## src/rtl/mc_ctrl_pkg.sv

```systemverilog
// Shared state encodings, MIPS opcode/funct constants and control code values
// for the multi-cycle controller.
package mc_ctrl_pkg;

    typedef enum logic [2:0] {
        ST_FETCH  = 3'd0,
        ST_DECODE = 3'd1,
        ST_EXEC   = 3'd2,
        ST_MEM    = 3'd3,
        ST_WB     = 3'd4
    } state_t;

    localparam logic [5:0] OP_RTYPE = 6'h00;
    localparam logic [5:0] OP_J     = 6'h02;
    localparam logic [5:0] OP_JAL   = 6'h03;
    localparam logic [5:0] OP_BEQ   = 6'h04;
    localparam logic [5:0] OP_ORI   = 6'h0D;
    localparam logic [5:0] OP_LUI   = 6'h0F;
    localparam logic [5:0] OP_LW    = 6'h23;
    localparam logic [5:0] OP_SW    = 6'h2B;

    localparam logic [5:0] FN_SLL = 6'h00;
    localparam logic [5:0] FN_JR  = 6'h08;
    localparam logic [5:0] FN_ADD = 6'h20;
    localparam logic [5:0] FN_SUB = 6'h22;

    localparam logic [2:0] NPC_PLUS4  = 3'd0;
    localparam logic [2:0] NPC_BRANCH = 3'd1;
    localparam logic [2:0] NPC_REG    = 3'd2;
    localparam logic [2:0] NPC_JUMP   = 3'd3;

    localparam logic [3:0] REGW_SRC_ALU = 4'd0;
    localparam logic [3:0] REGW_SRC_MEM = 4'd1;
    localparam logic [3:0] REGW_SRC_LUI = 4'd2;
    localparam logic [3:0] REGW_SRC_PC  = 4'd3;

    localparam logic [3:0] REGW_DST_RT  = 4'd0;
    localparam logic [3:0] REGW_DST_RD  = 4'd1;
    localparam logic [3:0] REGW_DST_R31 = 4'd2;

    localparam logic [2:0] ALU_ADD = 3'd0;
    localparam logic [2:0] ALU_SUB = 3'd1;
    localparam logic [2:0] ALU_OR  = 3'd2;
    localparam logic [2:0] ALU_SLL = 3'd3;
    localparam logic [2:0] ALU_LUI = 3'd4;

    localparam logic [2:0] ALUSRC_REG   = 3'd0;
    localparam logic [2:0] ALUSRC_IMM   = 3'd1;
    localparam logic [2:0] ALUSRC_SHAMT = 3'd2;

    localparam logic [2:0] EXT_SIGN  = 3'd0;
    localparam logic [2:0] EXT_ZERO  = 3'd1;
    localparam logic [2:0] EXT_UPPER = 3'd2;

endpackage

```

## src/rtl/mc_decode.sv

```systemverilog
// Purely combinational instruction decoder: instruction word to class flags
// and the static ALU / extend / write-back codes for that instruction.
module mc_decode
    import mc_ctrl_pkg::*;
(
    input  logic [31:0] instr,
    output logic        is_j,
    output logic        is_jal,
    output logic        is_jr,
    output logic        is_beq,
    output logic        is_lw,
    output logic        is_sw,
    output logic        is_alu,
    output logic [3:0]  wb_dst,
    output logic [3:0]  wb_src,
    output logic [2:0]  alu_op,
    output logic [2:0]  alu_src,
    output logic [2:0]  ext_op
);

    logic [5:0] opcode;
    logic [5:0] funct;
    logic       unused_fields;

    assign opcode        = instr[31:26];
    assign funct         = instr[5:0];
    // Register and immediate fields are routed by the datapath, not decoded here.
    assign unused_fields = ^instr[25:6];

    always_comb begin
        is_j    = 1'b0;
        is_jal  = 1'b0;
        is_jr   = 1'b0;
        is_beq  = 1'b0;
        is_lw   = 1'b0;
        is_sw   = 1'b0;
        is_alu  = 1'b0;
        wb_dst  = REGW_DST_RT;
        wb_src  = REGW_SRC_ALU;
        alu_op  = ALU_ADD;
        alu_src = ALUSRC_REG;
        ext_op  = EXT_SIGN;
        case (opcode)
            OP_RTYPE: begin
                case (funct)
                    FN_ADD: begin
                        is_alu = 1'b1;
                        wb_dst = REGW_DST_RD;
                    end
                    FN_SUB: begin
                        is_alu = 1'b1;
                        wb_dst = REGW_DST_RD;
                        alu_op = ALU_SUB;
                    end
                    FN_SLL: begin
                        is_alu  = 1'b1;
                        wb_dst  = REGW_DST_RD;
                        alu_op  = ALU_SLL;
                        alu_src = ALUSRC_SHAMT;
                    end
                    FN_JR:   is_jr = 1'b1;
                    default: ;
                endcase
            end
            OP_J:   is_j = 1'b1;
            OP_JAL: is_jal = 1'b1;
            OP_BEQ: begin
                is_beq = 1'b1;
                alu_op = ALU_SUB;
            end
            OP_ORI: begin
                is_alu  = 1'b1;
                alu_op  = ALU_OR;
                alu_src = ALUSRC_IMM;
                ext_op  = EXT_ZERO;
            end
            OP_LUI: begin
                is_alu  = 1'b1;
                alu_op  = ALU_LUI;
                alu_src = ALUSRC_IMM;
                ext_op  = EXT_UPPER;
                wb_src  = REGW_SRC_LUI;
            end
            OP_LW: begin
                is_lw   = 1'b1;
                alu_src = ALUSRC_IMM;
                wb_src  = REGW_SRC_MEM;
            end
            OP_SW: begin
                is_sw   = 1'b1;
                alu_src = ALUSRC_IMM;
            end
            default: ;
        endcase
    end

endmodule

```

## src/rtl/mc_ctrl.sv

```systemverilog
// Multi-cycle MIPS-subset controller: FETCH/DECODE/EXEC/MEM/WB FSM with
// combinational enables qualified by mem_ack and zero.
module mc_ctrl
    import mc_ctrl_pkg::*;
(
    input  logic        clk,
    input  logic        reset,
    input  logic [31:0] instr,
    input  logic        zero,
    input  logic        mem_ack,
    output logic        mem_req,
    output logic        mem_we,
    output logic        pc_we,
    output logic        ir_we,
    output logic        mdr_we,
    output logic        regw_enable,
    output logic [2:0]  nPC_sel,
    output logic [2:0]  alu_op,
    output logic [2:0]  alu_src,
    output logic [2:0]  ext_op,
    output logic [3:0]  regw_src,
    output logic [3:0]  regw_dst,
    output logic [2:0]  state,
    output logic        instr_done
);

    state_t     state_q, state_d;
    logic       dec_j, dec_jal, dec_jr, dec_beq, dec_lw, dec_sw, dec_alu;
    logic [3:0] dec_wb_dst, dec_wb_src;
    logic [2:0] dec_alu_op, dec_alu_src, dec_ext_op;

    mc_decode u_decode (
        .instr   (instr),
        .is_j    (dec_j),
        .is_jal  (dec_jal),
        .is_jr   (dec_jr),
        .is_beq  (dec_beq),
        .is_lw   (dec_lw),
        .is_sw   (dec_sw),
        .is_alu  (dec_alu),
        .wb_dst  (dec_wb_dst),
        .wb_src  (dec_wb_src),
        .alu_op  (dec_alu_op),
        .alu_src (dec_alu_src),
        .ext_op  (dec_ext_op)
    );

    always_comb begin
        state_d     = state_q;
        mem_req     = 1'b0;
        mem_we      = 1'b0;
        pc_we       = 1'b0;
        ir_we       = 1'b0;
        mdr_we      = 1'b0;
        regw_enable = 1'b0;
        instr_done  = 1'b0;
        nPC_sel     = NPC_PLUS4;
        regw_src    = REGW_SRC_ALU;
        regw_dst    = REGW_DST_RT;
        alu_op      = dec_alu_op;
        alu_src     = dec_alu_src;
        ext_op      = dec_ext_op;
        case (state_q)
            ST_FETCH: begin
                mem_req = 1'b1;
                if (mem_ack) begin
                    ir_we   = 1'b1;
                    pc_we   = 1'b1;
                    state_d = ST_DECODE;
                end
            end
            ST_DECODE: begin
                if (dec_j || dec_jal || dec_jr) begin
                    pc_we   = 1'b1;
                    nPC_sel = dec_jr ? NPC_REG : NPC_JUMP;
                end
                if (dec_jal) begin
                    regw_enable = 1'b1;
                    regw_dst    = REGW_DST_R31;
                    regw_src    = REGW_SRC_PC;
                end
                if (dec_beq || dec_lw || dec_sw || dec_alu) begin
                    state_d = ST_EXEC;
                end else begin
                    state_d    = ST_FETCH;
                    instr_done = 1'b1;
                end
            end
            ST_EXEC: begin
                if (dec_beq) begin
                    pc_we      = zero;
                    nPC_sel    = NPC_BRANCH;
                    state_d    = ST_FETCH;
                    instr_done = 1'b1;
                end else if (dec_lw || dec_sw) begin
                    state_d = ST_MEM;
                end else begin
                    state_d = ST_WB;
                end
            end
            ST_MEM: begin
                mem_req = 1'b1;
                mem_we  = dec_sw;
                if (mem_ack) begin
                    if (dec_lw) begin
                        mdr_we  = 1'b1;
                        state_d = ST_WB;
                    end else begin
                        state_d    = ST_FETCH;
                        instr_done = 1'b1;
                    end
                end
            end
            ST_WB: begin
                regw_enable = 1'b1;
                regw_dst    = dec_wb_dst;
                regw_src    = dec_wb_src;
                state_d     = ST_FETCH;
                instr_done  = 1'b1;
            end
            default: state_d = ST_FETCH;
        endcase
        // Reset gates the outputs directly so an in-flight request drops before any edge.
        if (reset) begin
            mem_req     = 1'b0;
            mem_we      = 1'b0;
            pc_we       = 1'b0;
            ir_we       = 1'b0;
            mdr_we      = 1'b0;
            regw_enable = 1'b0;
            instr_done  = 1'b0;
        end
    end

    always_ff @(posedge clk or posedge reset) begin
        if (reset) state_q <= ST_FETCH;
        else       state_q <= state_d;
    end

    assign state = state_q;

endmodule

```

## config.mk

```make
export PLATFORM = sky130hd
export DESIGN_NAME = mc_ctrl
export DESIGN_NICKNAME = d
export VERILOG_FILES = /design/src/rtl/mc_ctrl_pkg.sv /design/src/rtl/mc_decode.sv /design/src/rtl/mc_ctrl.sv
export SDC_FILE = /design/constraint.sdc
export NUM_CORES = 1
export LEC_CHECK = 0
export BUFFER_PORTS_ARGS = -buffer_cell sky130_fd_sc_hd__buf_2
export CORE_AREA = 2 2 45 55
export CTS_BUF_LIST = sky130_fd_sc_hd__clkbuf_4 sky130_fd_sc_hd__clkbuf_8 sky130_fd_sc_hd__clkbuf_16
export CTS_CLUSTER_DIAMETER = 100
export CTS_CLUSTER_SIZE = 20
export DETAILED_ROUTE_END_ITERATION = 8
export DIE_AREA = 0 0 47 57
export GPL_TIMING_DRIVEN = 0
export PLACE_DENSITY = 0.81
export SLEW_MARGIN = 20
export SYNTH_ARGS = -nofsm -noshare
export SYNTH_HDL_FRONTEND = slang
export SYNTH_SLANG_ARGS = --single-unit
```

## constraint.sdc

```tcl
create_clock -name clk -period 1.2 [get_ports clk]
set_clock_uncertainty 0.05 [all_clocks]
set_input_delay 0.06 -clock clk [delete_from_list [all_inputs] [get_ports clk]]
set_output_delay 0.06 -clock clk [all_outputs]
set_load 0.02 [all_outputs]
```

==> run_results.csv <==
group,metric,value,unit
outcome,status,"finished, violations left",
outcome,violations,"negative setup slack",
grt,grtUsageTotal,16.6,%
hold_path,hold_path_class,"primary input to register",
route,drc_errors,0,
synth,yosysWarnings,0,
floorplanning,core.rowCount,19,
setup_path,endpoint_kind,"output pin",
floorplanning,die_height,57,µm
timing,final-max-slew-violation-count,0,
setup_path,crit_arrival,1.55,ns
pwr,switching_share,37.4,%
synth,synth_edf_count,0,
route,via_per_inst,4.90,
synth,synthMostInstantiatedCell,"nor2_1",
finish,finalNonFillerCells,179,
grt,antenna_found_initial,0,
placed_design,portBuffers,36,
run,max_cap_viol_count,0,
route,wl,2240,µm
placed_design,dp_hpwl,1560,µm
grt,grt-ovfl-total,0,
finish,area_delta_synth_final,102,%
setup_path,cp.required,1.09,ns
grt,grt_max_degree,9,
synth,synth_ff_type,"dfrtp_1",
timing,hold_viol,0,
route,drt_iter0_drc,12,
pwr,p_leak,0.589,nW
route,dr.pass1.iters,4,
cts,cts_made_buffers,3,
cts,path_clk_slew,0.04,ns
synth,yosysTopAreaCellShare,12.3,%
cts,worst_skew_pair.late_latency,0.24,ns
synth,netlist_instances,89,
synth,synthTopCellsByCount,"12 x nor2_1, 7 x buf_4, 5 x nand2_1, 5 x nor3_1",
timing,fmax,604,MHz
floorplanning,initial_core_util,27.9,%
timing,rsz0062_at_grt,"true",
synth,yosysTopAreaCell,"dfrtp_1",
grt,grt_pass1_vias,820,
floorplanning,ios,66,
synth,synth_cell_types,37,
cts,clock_tree.root_cell,"clkbuf_4",
route,ant_nets,0,
floorplanning,die-area,0.00268,mm²
synth,avgSynthCellArea,6.86,µm²
pwr,p_comb_share,53.0,%
pwr,intPower,0.426,mW
timing,min_period,1.66,ns
synth,mappedNetlistArea,611,µm²
setup_path,cp-start-kind,"register",
route,vias,877,
finish,largest_register_ffs,3,
timing,hold_ws,0.100,ns
pwr,power.switching,0.255,mW
grt,grt_pass1_wl,3260,µm
placed_design,place_congestion,0.794,
cts,clock_path_buffers,2,
placed_design,dp_cells,162,
synth,async_reset_ff_share,100,%
pwr,p_per_area,551,mW/mm²
pwr,clkPwrFrac,30.2,%
finish,insertedDiodeCount,0,
timing,fin_ws,-0.455,ns
timing,setup_viol,16,
timing,min_period_over_period,138,%
setup_path,worstPathMaxFanout,4,
cts,cts_tree,"done",
floorplanning,die_width,47,µm
cts,h-tree-depth,1,
synth,synth_area_leaders,"dfrtp_1 12%, buf_4 8.6%, nor2_1 7.4%, a31oi_1 4.1%, nand2b_1 4.1%",
floorplanning,core_area,0.00219,mm²
synth,ys_seq_area_share,12.3,%
route,wl_per_cell,12.5,µm
setup_path,path_class,"register to output pin",
synth,ys_ff_latch,3,
finish,nets,185,
pwr,peakVddDrop,0.339,mV
pwr,pwr-share-seq,16.8,%
cts,cts_sinks,3,
finish,layout-drive-gt1-share,66.9,%
[critical path, cell delays in order, from the launching register on]
cell	delay [ns]
dfrtp_2	0.36
buf_6	0.11
nor2b_4	0.17
nor2b_4	0.20
o211ai_1	0.11
a31oi_2	0.19
buf_4	0.17
[power by group through the flow]
stage | logic (mW) | clock network (mW) | registers [mW]
CTS | 0.324 | 0.208 | 0.115
floorplan | 0.186 | 0 | 0.123
finish | 0.361 | 0.206 | 0.114
detailed placement | 0.271 | 0 | 0.118
global route | 0.385 | 0.223 | 0.115
global placement | 0.264 | 0 | 0.117
[cell type report]
| class | instances | area, µm² |
|---|---|---|
| fill | 211 | 951 |
| multi-input combinational | 78 | 643 |
| timing repair buffer | 49 | 342 |
| buffer | 10 | 88.8 |
| sequential | 3 | 78.8 |
| tap | 31 | 38.8 |
| clock buffer | 4 | 30.0 |
| inverter | 4 | 15.0 |
[placed cells by master (no fill, tap or decap), types with 2 or more instances in the layout]
master / instances
a31oi_1: 2
buf_6: 8
nor4_4: 3
nand2b_1: 3
nand2_1: 5
nor2_2: 2
nor3_1: 4
conb_1: 7
dfrtp_2: 3
buf_4: 26
nand4_1: 4
a21oi_1: 2
or2b_2: 2
a31oi_2: 2
nor2_1: 8
nor2_4: 3
buf_2: 22
inv_1: 3
nor2b_4: 3
clkbuf_4: 4
[stage by stage]
stage	setup TNS [ns]	setup slack [ns]	total power [mW]	cell area (µm²)	utilization, %
after detailed placement	-4.22	-0.540	0.389	971	44.4
after CTS	-4.95	-0.451	0.648	1150	52.7
after global routing	-5.94	-0.530	0.723	1240	56.5
after floorplan	-1.86	-0.321	0.309	752	-
final	-4.94	-0.455	0.681	1240	56.5
after global placement	-4.11	-0.536	0.382	971	44.4
[path summary, 6_finish.rpt]
check,from,endpoint,slack (ns),depth (start not counted)
worst min-delay path,mem_ack,state[2]$_DFFE_PP0P_,0.10,3
worst max register to register,state[0]$_DFFE_PP0P_,state[1]$_DFFE_PP0P_,-0.17,5
worst max-delay path,state[0]$_DFFE_PP0P_,instr_done,-0.46,6
worst min register to register,state[2]$_DFFE_PP0P_,state[0]$_DFFE_PP0P_,0.61,2
max in group asynchronous,reset,state[1]$_DFFE_PP0P_,0.64,3
min in group asynchronous,reset,state[0]$_DFFE_PP0P_,0.31,3
[cells by family after synthesis]
kind of cell	count (synthesis)	share of synthesized area, %
other cells	1	0.614
simple gates	52	50.4
mux	1	1.84
buf+inv	14	15.6
compound gates	18	19.3
flops	3	12.3
[routing by layer]
layer / up-vias / global-route usage, % / share of wire (%)
li1: 427 / - / -
met1: 404 / 15.4 / 35
met3: 9 / 2.85 / 6.9
met5: - / 0 / 0
met2: 37 / 30.7 / 55
met4: 0 / 10.3 / 2.7
[what timing repair did]
action                     4_1_cts  5_1_grt
gates resized for setup         24       15
setup endpoints to repair       16       18
hold endpoints to repair         3        0
buffers inserted                 8        4
hold buffers                     1        0
cloned                           1        0
pin swaps                        6        3
Power figures use the tool's default switching activity.
